`src/rtl/ahb_pkg.sv`:
```
// Shared AHB types for the master-to-slave interconnect slice: transfer and
// burst encodings, master indices and the burst length helper.
package ahb_pkg;

  typedef enum logic [1:0] {
    IDLE   = 2'b00,
    BUSY   = 2'b01,
    NONSEQ = 2'b10,
    SEQ    = 2'b11
  } htrans_e;

  typedef enum logic [2:0] {
    SINGLE = 3'b000,
    INCR   = 3'b001,
    WRAP4  = 3'b010,
    INCR4  = 3'b011,
    WRAP8  = 3'b100,
    INCR8  = 3'b101,
    WRAP16 = 3'b110,
    INCR16 = 3'b111
  } hburst_e;

  // Address-phase / data-phase owner encoding, matches the HMASTER output.
  typedef logic [1:0] master_idx_t;

  localparam master_idx_t MST_DEFAULT = 2'd0;
  localparam master_idx_t MST_M1      = 2'd1;
  localparam master_idx_t MST_M2      = 2'd2;

  // Beats in a fixed-length burst; 0 means "not fixed length" (SINGLE, INCR).
  function automatic logic [4:0] burst_beats(input hburst_e burst);
    case (burst)
      WRAP4,  INCR4:  burst_beats = 5'd4;
      WRAP8,  INCR8:  burst_beats = 5'd8;
      WRAP16, INCR16: burst_beats = 5'd16;
      default:        burst_beats = 5'd0;
    endcase
  endfunction

endpackage

```
`src/rtl/ahb_arbiter.sv`:
```
// Two-master round-robin AHB arbiter with a default master. Holds the grant
// through locked transfers, fixed-length bursts and requested INCR bursts,
// and pre-grants the next owner during the last beat of a fixed burst.
module ahb_arbiter
  import ahb_pkg::*;
(
  input  logic        HCLK,
  input  logic        HRESET,
  input  logic        HREADY,
  input  logic        req_m1,
  input  logic        req_m2,
  input  master_idx_t owner,
  input  htrans_e     owner_trans,
  input  hburst_e     owner_burst,
  input  logic        owner_lock,
  input  logic        owner_busreq,
  output master_idx_t grant
);

  master_idx_t grant_q;
  master_idx_t grant_d;
  master_idx_t rr_ptr_q;
  logic [3:0]  burst_left_q;
  logic [3:0]  burst_left_d;
  logic [4:0]  beats;
  logic        arb_open;

  assign beats = burst_beats(owner_burst);
  assign grant = grant_q;

  // Decide whether the current owner may be replaced at the next ready edge.
  always_comb begin
    // NOTE: every always_comb output gets a default first so no path leaves it unassigned (no latch).
    arb_open = 1'b1;
    if (owner != MST_DEFAULT) begin
      arb_open = !owner_lock
              && !(owner_trans == NONSEQ && beats != 5'd0)
              && (burst_left_q == 4'd0 || (burst_left_q == 4'd1 && owner_trans == SEQ))
              && (owner_burst != INCR || !owner_busreq || owner_trans == IDLE);
    end
  end

  // Pick the next grant: single requester wins, a tie goes to the master the
  // pointer does not name, nobody requesting parks the bus on the default.
  always_comb begin
    grant_d = grant_q;
    if (arb_open) begin
      case ({req_m1, req_m2})
        2'b10:   grant_d = MST_M1;
        2'b01:   grant_d = MST_M2;
        2'b11:   grant_d = (rr_ptr_q == MST_M1) ? MST_M2 : MST_M1;
        default: grant_d = MST_DEFAULT;
      endcase
    end
  end

  // Remaining-beat counter: a NONSEQ reloads it, each SEQ beat counts it down.
  always_comb begin
    burst_left_d = burst_left_q;
    if (owner_trans == NONSEQ) begin
      burst_left_d = (beats == 5'd0) ? 4'd0 : 4'(beats - 5'd1);
    end else if (owner_trans == SEQ && burst_left_q != 4'd0) begin
      burst_left_d = burst_left_q - 4'd1;
    end
  end

  // Arbitration state; everything freezes while the bus is stalled.
  always_ff @(posedge HCLK) begin
    // NOTE: sequential state uses non-blocking assignments so all flops update from pre-edge values.
    if (HRESET) begin
      grant_q      <= MST_DEFAULT;
      rr_ptr_q     <= MST_M2;
      burst_left_q <= 4'd0;
    end else if (HREADY) begin
      grant_q      <= grant_d;
      burst_left_q <= burst_left_d;
      if (arb_open && grant_d != MST_DEFAULT) begin
        rr_ptr_q <= grant_d;
      end
    end
  end

endmodule

```
`src/rtl/ahb_mux_m2s.sv`:
```
// Master-to-slave side of the AHB interconnect: arbitrates M1/M2/default,
// muxes address/control from the address-phase owner and HWDATA from the
// data-phase owner.
module ahb_mux_m2s
  import ahb_pkg::*;
#(
  parameter int AHB_ADDR_BITS  = 32,
  parameter int AHB_DATA_BITS  = 32,
  parameter int AHB_TRANS_BITS = 2,
  parameter int AHB_SIZE_BITS  = 3,
  parameter int AHB_BURST_BITS = 3
) (
  input  logic                      HCLK,
  input  logic                      HRESET,
  input  logic                      HBUSREQ_M1,
  input  logic                      HBUSREQ_M2,
  input  logic                      HLOCK_M1,
  input  logic                      HLOCK_M2,
  input  logic [AHB_ADDR_BITS-1:0]  HADDR_M1,
  input  logic [AHB_TRANS_BITS-1:0] HTRANS_M1,
  input  logic                      HWRITE_M1,
  input  logic [AHB_SIZE_BITS-1:0]  HSIZE_M1,
  input  logic [AHB_BURST_BITS-1:0] HBURST_M1,
  input  logic [AHB_DATA_BITS-1:0]  HWDATA_M1,
  input  logic [AHB_ADDR_BITS-1:0]  HADDR_M2,
  input  logic [AHB_TRANS_BITS-1:0] HTRANS_M2,
  input  logic                      HWRITE_M2,
  input  logic [AHB_SIZE_BITS-1:0]  HSIZE_M2,
  input  logic [AHB_BURST_BITS-1:0] HBURST_M2,
  input  logic [AHB_DATA_BITS-1:0]  HWDATA_M2,
  input  logic                      HREADY,
  output logic                      HGRANT_M1,
  output logic                      HGRANT_M2,
  output logic [1:0]                HMASTER,
  output logic                      HMASTLOCK,
  output logic [AHB_ADDR_BITS-1:0]  HADDR,
  output logic [AHB_TRANS_BITS-1:0] HTRANS,
  output logic                      HWRITE,
  output logic [AHB_SIZE_BITS-1:0]  HSIZE,
  output logic [AHB_BURST_BITS-1:0] HBURST,
  output logic [AHB_DATA_BITS-1:0]  HWDATA
);

  master_idx_t grant;
  master_idx_t hmaster_q;
  master_idx_t data_owner_q;
  logic        hmastlock_q;
  logic        grant_lock;
  logic        owner_lock;
  logic        owner_busreq;

  assign HGRANT_M1 = (grant == MST_M1);
  assign HGRANT_M2 = (grant == MST_M2);
  assign HMASTER   = hmaster_q;
  assign HMASTLOCK = hmastlock_q;

  // Lock request of the granted master and lock/request of the current owner.
  always_comb begin
    grant_lock   = 1'b0;
    owner_lock   = 1'b0;
    owner_busreq = 1'b0;
    if (grant == MST_M1)     grant_lock = HLOCK_M1;
    if (grant == MST_M2)     grant_lock = HLOCK_M2;
    if (hmaster_q == MST_M1) begin
      owner_lock   = HLOCK_M1;
      owner_busreq = HBUSREQ_M1;
    end
    if (hmaster_q == MST_M2) begin
      owner_lock   = HLOCK_M2;
      owner_busreq = HBUSREQ_M2;
    end
  end

  ahb_arbiter u_arbiter (
    .HCLK         (HCLK),
    .HRESET       (HRESET),
    .HREADY       (HREADY),
    .req_m1       (HBUSREQ_M1),
    .req_m2       (HBUSREQ_M2),
    .owner        (hmaster_q),
    .owner_trans  (htrans_e'(HTRANS[1:0])),
    .owner_burst  (hburst_e'(HBURST[2:0])),
    .owner_lock   (owner_lock),
    .owner_busreq (owner_busreq),
    .grant        (grant)
  );

  // Phase pipeline: grant -> address owner -> data owner, advancing on HREADY.
  always_ff @(posedge HCLK) begin
    if (HRESET) begin
      hmaster_q    <= MST_DEFAULT;
      data_owner_q <= MST_DEFAULT;
      hmastlock_q  <= 1'b0;
    end else if (HREADY) begin
      data_owner_q <= hmaster_q;
      hmaster_q    <= grant;
      hmastlock_q  <= grant_lock;
    end
  end

  // Address/control mux; the default master issues IDLE with everything zero.
  always_comb begin
    HADDR  = '0;
    HTRANS = AHB_TRANS_BITS'(IDLE);
    HWRITE = 1'b0;
    HSIZE  = '0;
    HBURST = '0;
    case (hmaster_q)
      MST_M1: begin
        HADDR  = HADDR_M1;
        HTRANS = HTRANS_M1;
        HWRITE = HWRITE_M1;
        HSIZE  = HSIZE_M1;
        HBURST = HBURST_M1;
      end
      MST_M2: begin
        HADDR  = HADDR_M2;
        HTRANS = HTRANS_M2;
        HWRITE = HWRITE_M2;
        HSIZE  = HSIZE_M2;
        HBURST = HBURST_M2;
      end
      default: ;
    endcase
  end

  // Write-data mux driven by the data-phase owner.
  always_comb begin
    HWDATA = '0;
    case (data_owner_q)
      MST_M1:  HWDATA = HWDATA_M1;
      MST_M2:  HWDATA = HWDATA_M2;
      default: ;
    endcase
  end

endmodule

```
`config.mk`:
```
export PLATFORM = sky130hd
export DESIGN_NAME = ahb_mux_m2s
export DESIGN_NICKNAME = d
export VERILOG_FILES = /design/src/rtl/ahb_pkg.sv /design/src/rtl/ahb_arbiter.sv /design/src/rtl/ahb_mux_m2s.sv
export SDC_FILE = /design/constraint.sdc
export NUM_CORES = 1
export LEC_CHECK = 0
export BUFFER_PORTS_ARGS = -buffer_cell sky130_fd_sc_hd__buf_2
export CAP_MARGIN = 10
export CORE_AREA = 4 4 87 89
export DETAILED_ROUTE_END_ITERATION = 10
export DIE_AREA = 0 0 91 93
export GPL_TIMING_DRIVEN = 0
export MAX_ROUTING_LAYER = met4
export PLACE_DENSITY = 0.77
export SYNTH_ARGS = -nofsm -noshare
export SYNTH_HDL_FRONTEND = slang
export SYNTH_SLANG_ARGS = --single-unit
export TNS_END_PERCENT = 100
```
`constraint.sdc`:
```
create_clock -name HCLK -period 1.9 [get_ports HCLK]
set_input_delay 0.095 -clock HCLK [delete_from_list [all_inputs] [get_ports HCLK]]
set_output_delay 0.095 -clock HCLK [all_outputs]
set_load 0.01 [all_outputs]
```
==> impl_metrics.csv <==
group,metric,value,unit
placement,post-place-ws,-0.283,ns
run_status,violations,"setup timing",
synthesis,synth-edff-count,0,
route,remaining_drc_errors,0,
synthesis,synth_xor_area_share,0,%
finish,final_nets,679,
route,route.met2.wl,5590,um
clock_network,clock_path_buffers,2,
sta,max_freq,503,MHz
route,wl_met1,3390,um
synthesis,synthSimpleGateAreaFrac,30.2,%
die,die_y,93,um
route,top_layer,"met4",
global_routing,grt_max_degree,11,
worst_hold_path,hold_path.class,"primary input to register",
setup_path,critPathKind,"register to register",
clock_network,cts_sinks,13,
setup_path,required,2.09,ns
setup_path,crit_arrival,2.17,ns
sta,rsz0062_at_grt,"yes",
synthesis,syn_avg_cell_area,6.95,um2
die,pin_count,231,
route,wl,10400,um
sta,period_minus_slack,1.99,ns
die,rows,30,
die,die_x,91,um
global_routing,antenna_found_initial,3,
synthesis,syn-instance-count,271,
route,routedWlPerCell,17.4,um
synthesis,synth-seq-area-share,13.8,%
global_routing,grt_pass1_vias,3181,
pwr,vdd_drop_max,0.202,mV
clock_network,cts-root-buf,"clkbuf_8",
synthesis,synth_compound_area_share,40.0,%
route,ant_nets,0,
sta,slew_violations,0,
synthesis,synth.distinct_cells,42,
clock_network,clk_pin_slew,0.06,ns
sta,setup_tns,-0.357,ns
sta,hold_ws,0.0968,ns
sta,worstMarginPinSlew,0.481,ns
die,core_area,0.00676,mm2
synthesis,synth_mux_area_share,3.19,%
die,die-area,0.00846,mm2
placement,place_hpwl,8370,um
finish,layout_commonest_cell,"buf_2",
route,wl_met3,1110,um
route,dr.pass1.iters,4,
clock_network,clkLatencyLatePin,0.25,ns
finish,area_growth,86.3,%
synthesis,synthArstFlopShare,0,%
flow_run,maxCapViolations,0,
synthesis,synth_seq_cells,13,
synthesis,synth_top_family_by_area,"compound AO/OA/AOI/OAI gates",
sta,slew_headroom,67.9,%
run_status,outcome,"finished, violations left",
sta,finalHoldViolations,0,
sta,clock_skew,0.00117,ns
finish,final_cell_mix,"232 x buf_2, 63 x a22oi_1, 44 x nor2_1",
placement,gp_congestion,0.869,
synthesis,synth_flop_cell,"dfxtp_1",
sta,setup_viol_count_final,6,
synthesis,syn-num-nets,432,
sta,period_share,105,%
sta,fin_ws,-0.0865,ns
clock_network,cts_tree,"done",
pwr,p_leak,1.68,nW
setup_path,startpoint_type,"register",
setup_path,cp_max_fo,6,
route,vias_per_cell,5.29,
finish,drive_gt1_share,58.4,%
global_routing,grtUsageTotal,22.8,%
global_routing,grt_first_pass_wirelength,15200,um
placement,numPortBuffers,229,
finish,utilization,51.9,%
pwr,powerDensity,271,mW/mm2
synthesis,synthAdderAreaFrac,5.31,%
route,drt_iter0_markers,193,
clock_network,cts_buffers,3,
global_routing,overflow,0,
synthesis,netlist_area,0.00188,mm2
pwr,power,0.950,mW
clock_network,h-tree-depth,1,
setup_path,crit_path_end_kind,"register",
route,num_vias,3172,
synthesis,yosysWarnings,0,
die,start_util,27.9,%
==> stage by stage <==
| step | instance area (um2) | std cells |
|---|---|---|
| 4_1_cts | 3360 | 592 |
| 3_5_place_dp | 3150 | 580 |
| 3_3_place_gp | 3150 | 580 |
| 5_1_grt | 3510 | 600 |
| 2_1_floorplan | 1910 | 271 |
| 6_report | 3510 | 600 |
==> layout make-up <==
| cell class | instances | area (um2) |
|---|---|---|
| sequential | 13 | 268 |
| clock buffer | 4 | 45.0 |
| multi-input combinational | 223 | 1630 |
| timing repair buffer | 244 | 1260 |
| tap | 80 | 100 |
| buffer | 25 | 170 |
| antenna | 3 | 7.51 |
| inverter | 8 | 32.5 |
| fill | 646 | 3250 |
==> routing by layer <==
layer | vias to the layer above | GRT usage (%)
met2 | 215 | 44.0
met1 | 1436 | 21.4
met4 | 0 | 11.3
li1 | 1498 | -
met5 | - | -
met3 | 23 | 4.75
==> timing repair <==
action,in CTS,in global routing
pin swaps,10,10
endpoints found under the setup margin,49,60
gates cloned,1,0
hold buffers,0,0
gates resized for setup,33,39
buffers inserted,9,5
==> Yosys cell counts, types with 2 or more instances <==
master | n | share of area (%)
o211ai_1 | 2 | 0.80
buf_2 | 2 | 0.53
nor2_1 | 44 | 8.8
clkbuf_1 | 20 | 4.0
dfxtp_1 | 13 | 14
nor3b_1 | 2 | 0.80
ha_1 | 8 | 5.3
o21ai_0 | 3 | 0.80
buf_1 | 4 | 0.80
and2_1 | 3 | 1.0
a22oi_1 | 73 | 29
nand2_1 | 4 | 0.80
nor3_1 | 2 | 0.53
o2111ai_1 | 2 | 0.93
inv_1 | 8 | 1.6
a21oi_1 | 8 | 2.1
o31ai_1 | 2 | 0.80
mux2i_1 | 6 | 3.2
nor2b_1 | 42 | 14
==> final timing paths <==
path	start	end	slack [ns]	depth (start not counted)
worst max-delay path	HMASTER[0]$_SDFFE_PP0P_	u_arbiter.grant[1]$_SDFFE_PP0P_	-0.09	8
worst min-delay path	HRESET	HMASTLOCK$_SDFFE_PP0P_	0.1	2
worst max register to register	HMASTER[0]$_SDFFE_PP0P_	u_arbiter.grant[1]$_SDFFE_PP0P_	-0.09	8
worst min register to register	HMASTLOCK$_SDFFE_PP0P_	HMASTLOCK$_SDFFE_PP0P_	0.51	2
==> report_power, final <==
part | switching (mW) | total [mW] | leakage (nW) | internal [mW]
registers | 0.00924 | 0.291 | 0.108 | 0.282
logic | 0.184 | 0.401 | 1.55 | 0.217
clock network | 0.109 | 0.258 | 0.0228 | 0.149
==> registers in the layout (all words and copies together), names as in the netlist <==
name	count
u_arbiter.burst_left_q	4
HMASTER	2
data_owner_q	2
u_arbiter.grant	2
u_arbiter.rr_ptr_q	2
HMASTLOCK	1
==> logic make-up (layout without fill, tap and decap cells) <==
group           count (synthesis)  count (layout)
mux                             6               6
fa+ha+maj                       8               8
buf+inv                        35             281
compound gates                101             101
flops                          13              13
other cells                     0               3
simple gates                  108             108
==> critical path: stages (launching register included) <==
cell and delay (ns):
dfxtp_4 0.38, inv_4 0.05, ha_4 0.16, buf_6 0.13, a22o_4 0.29, o21a_1 0.21, and4_4 0.16, or4_4 0.42
a21oi_2 0.13
Power figures use the tool's default switching activity.
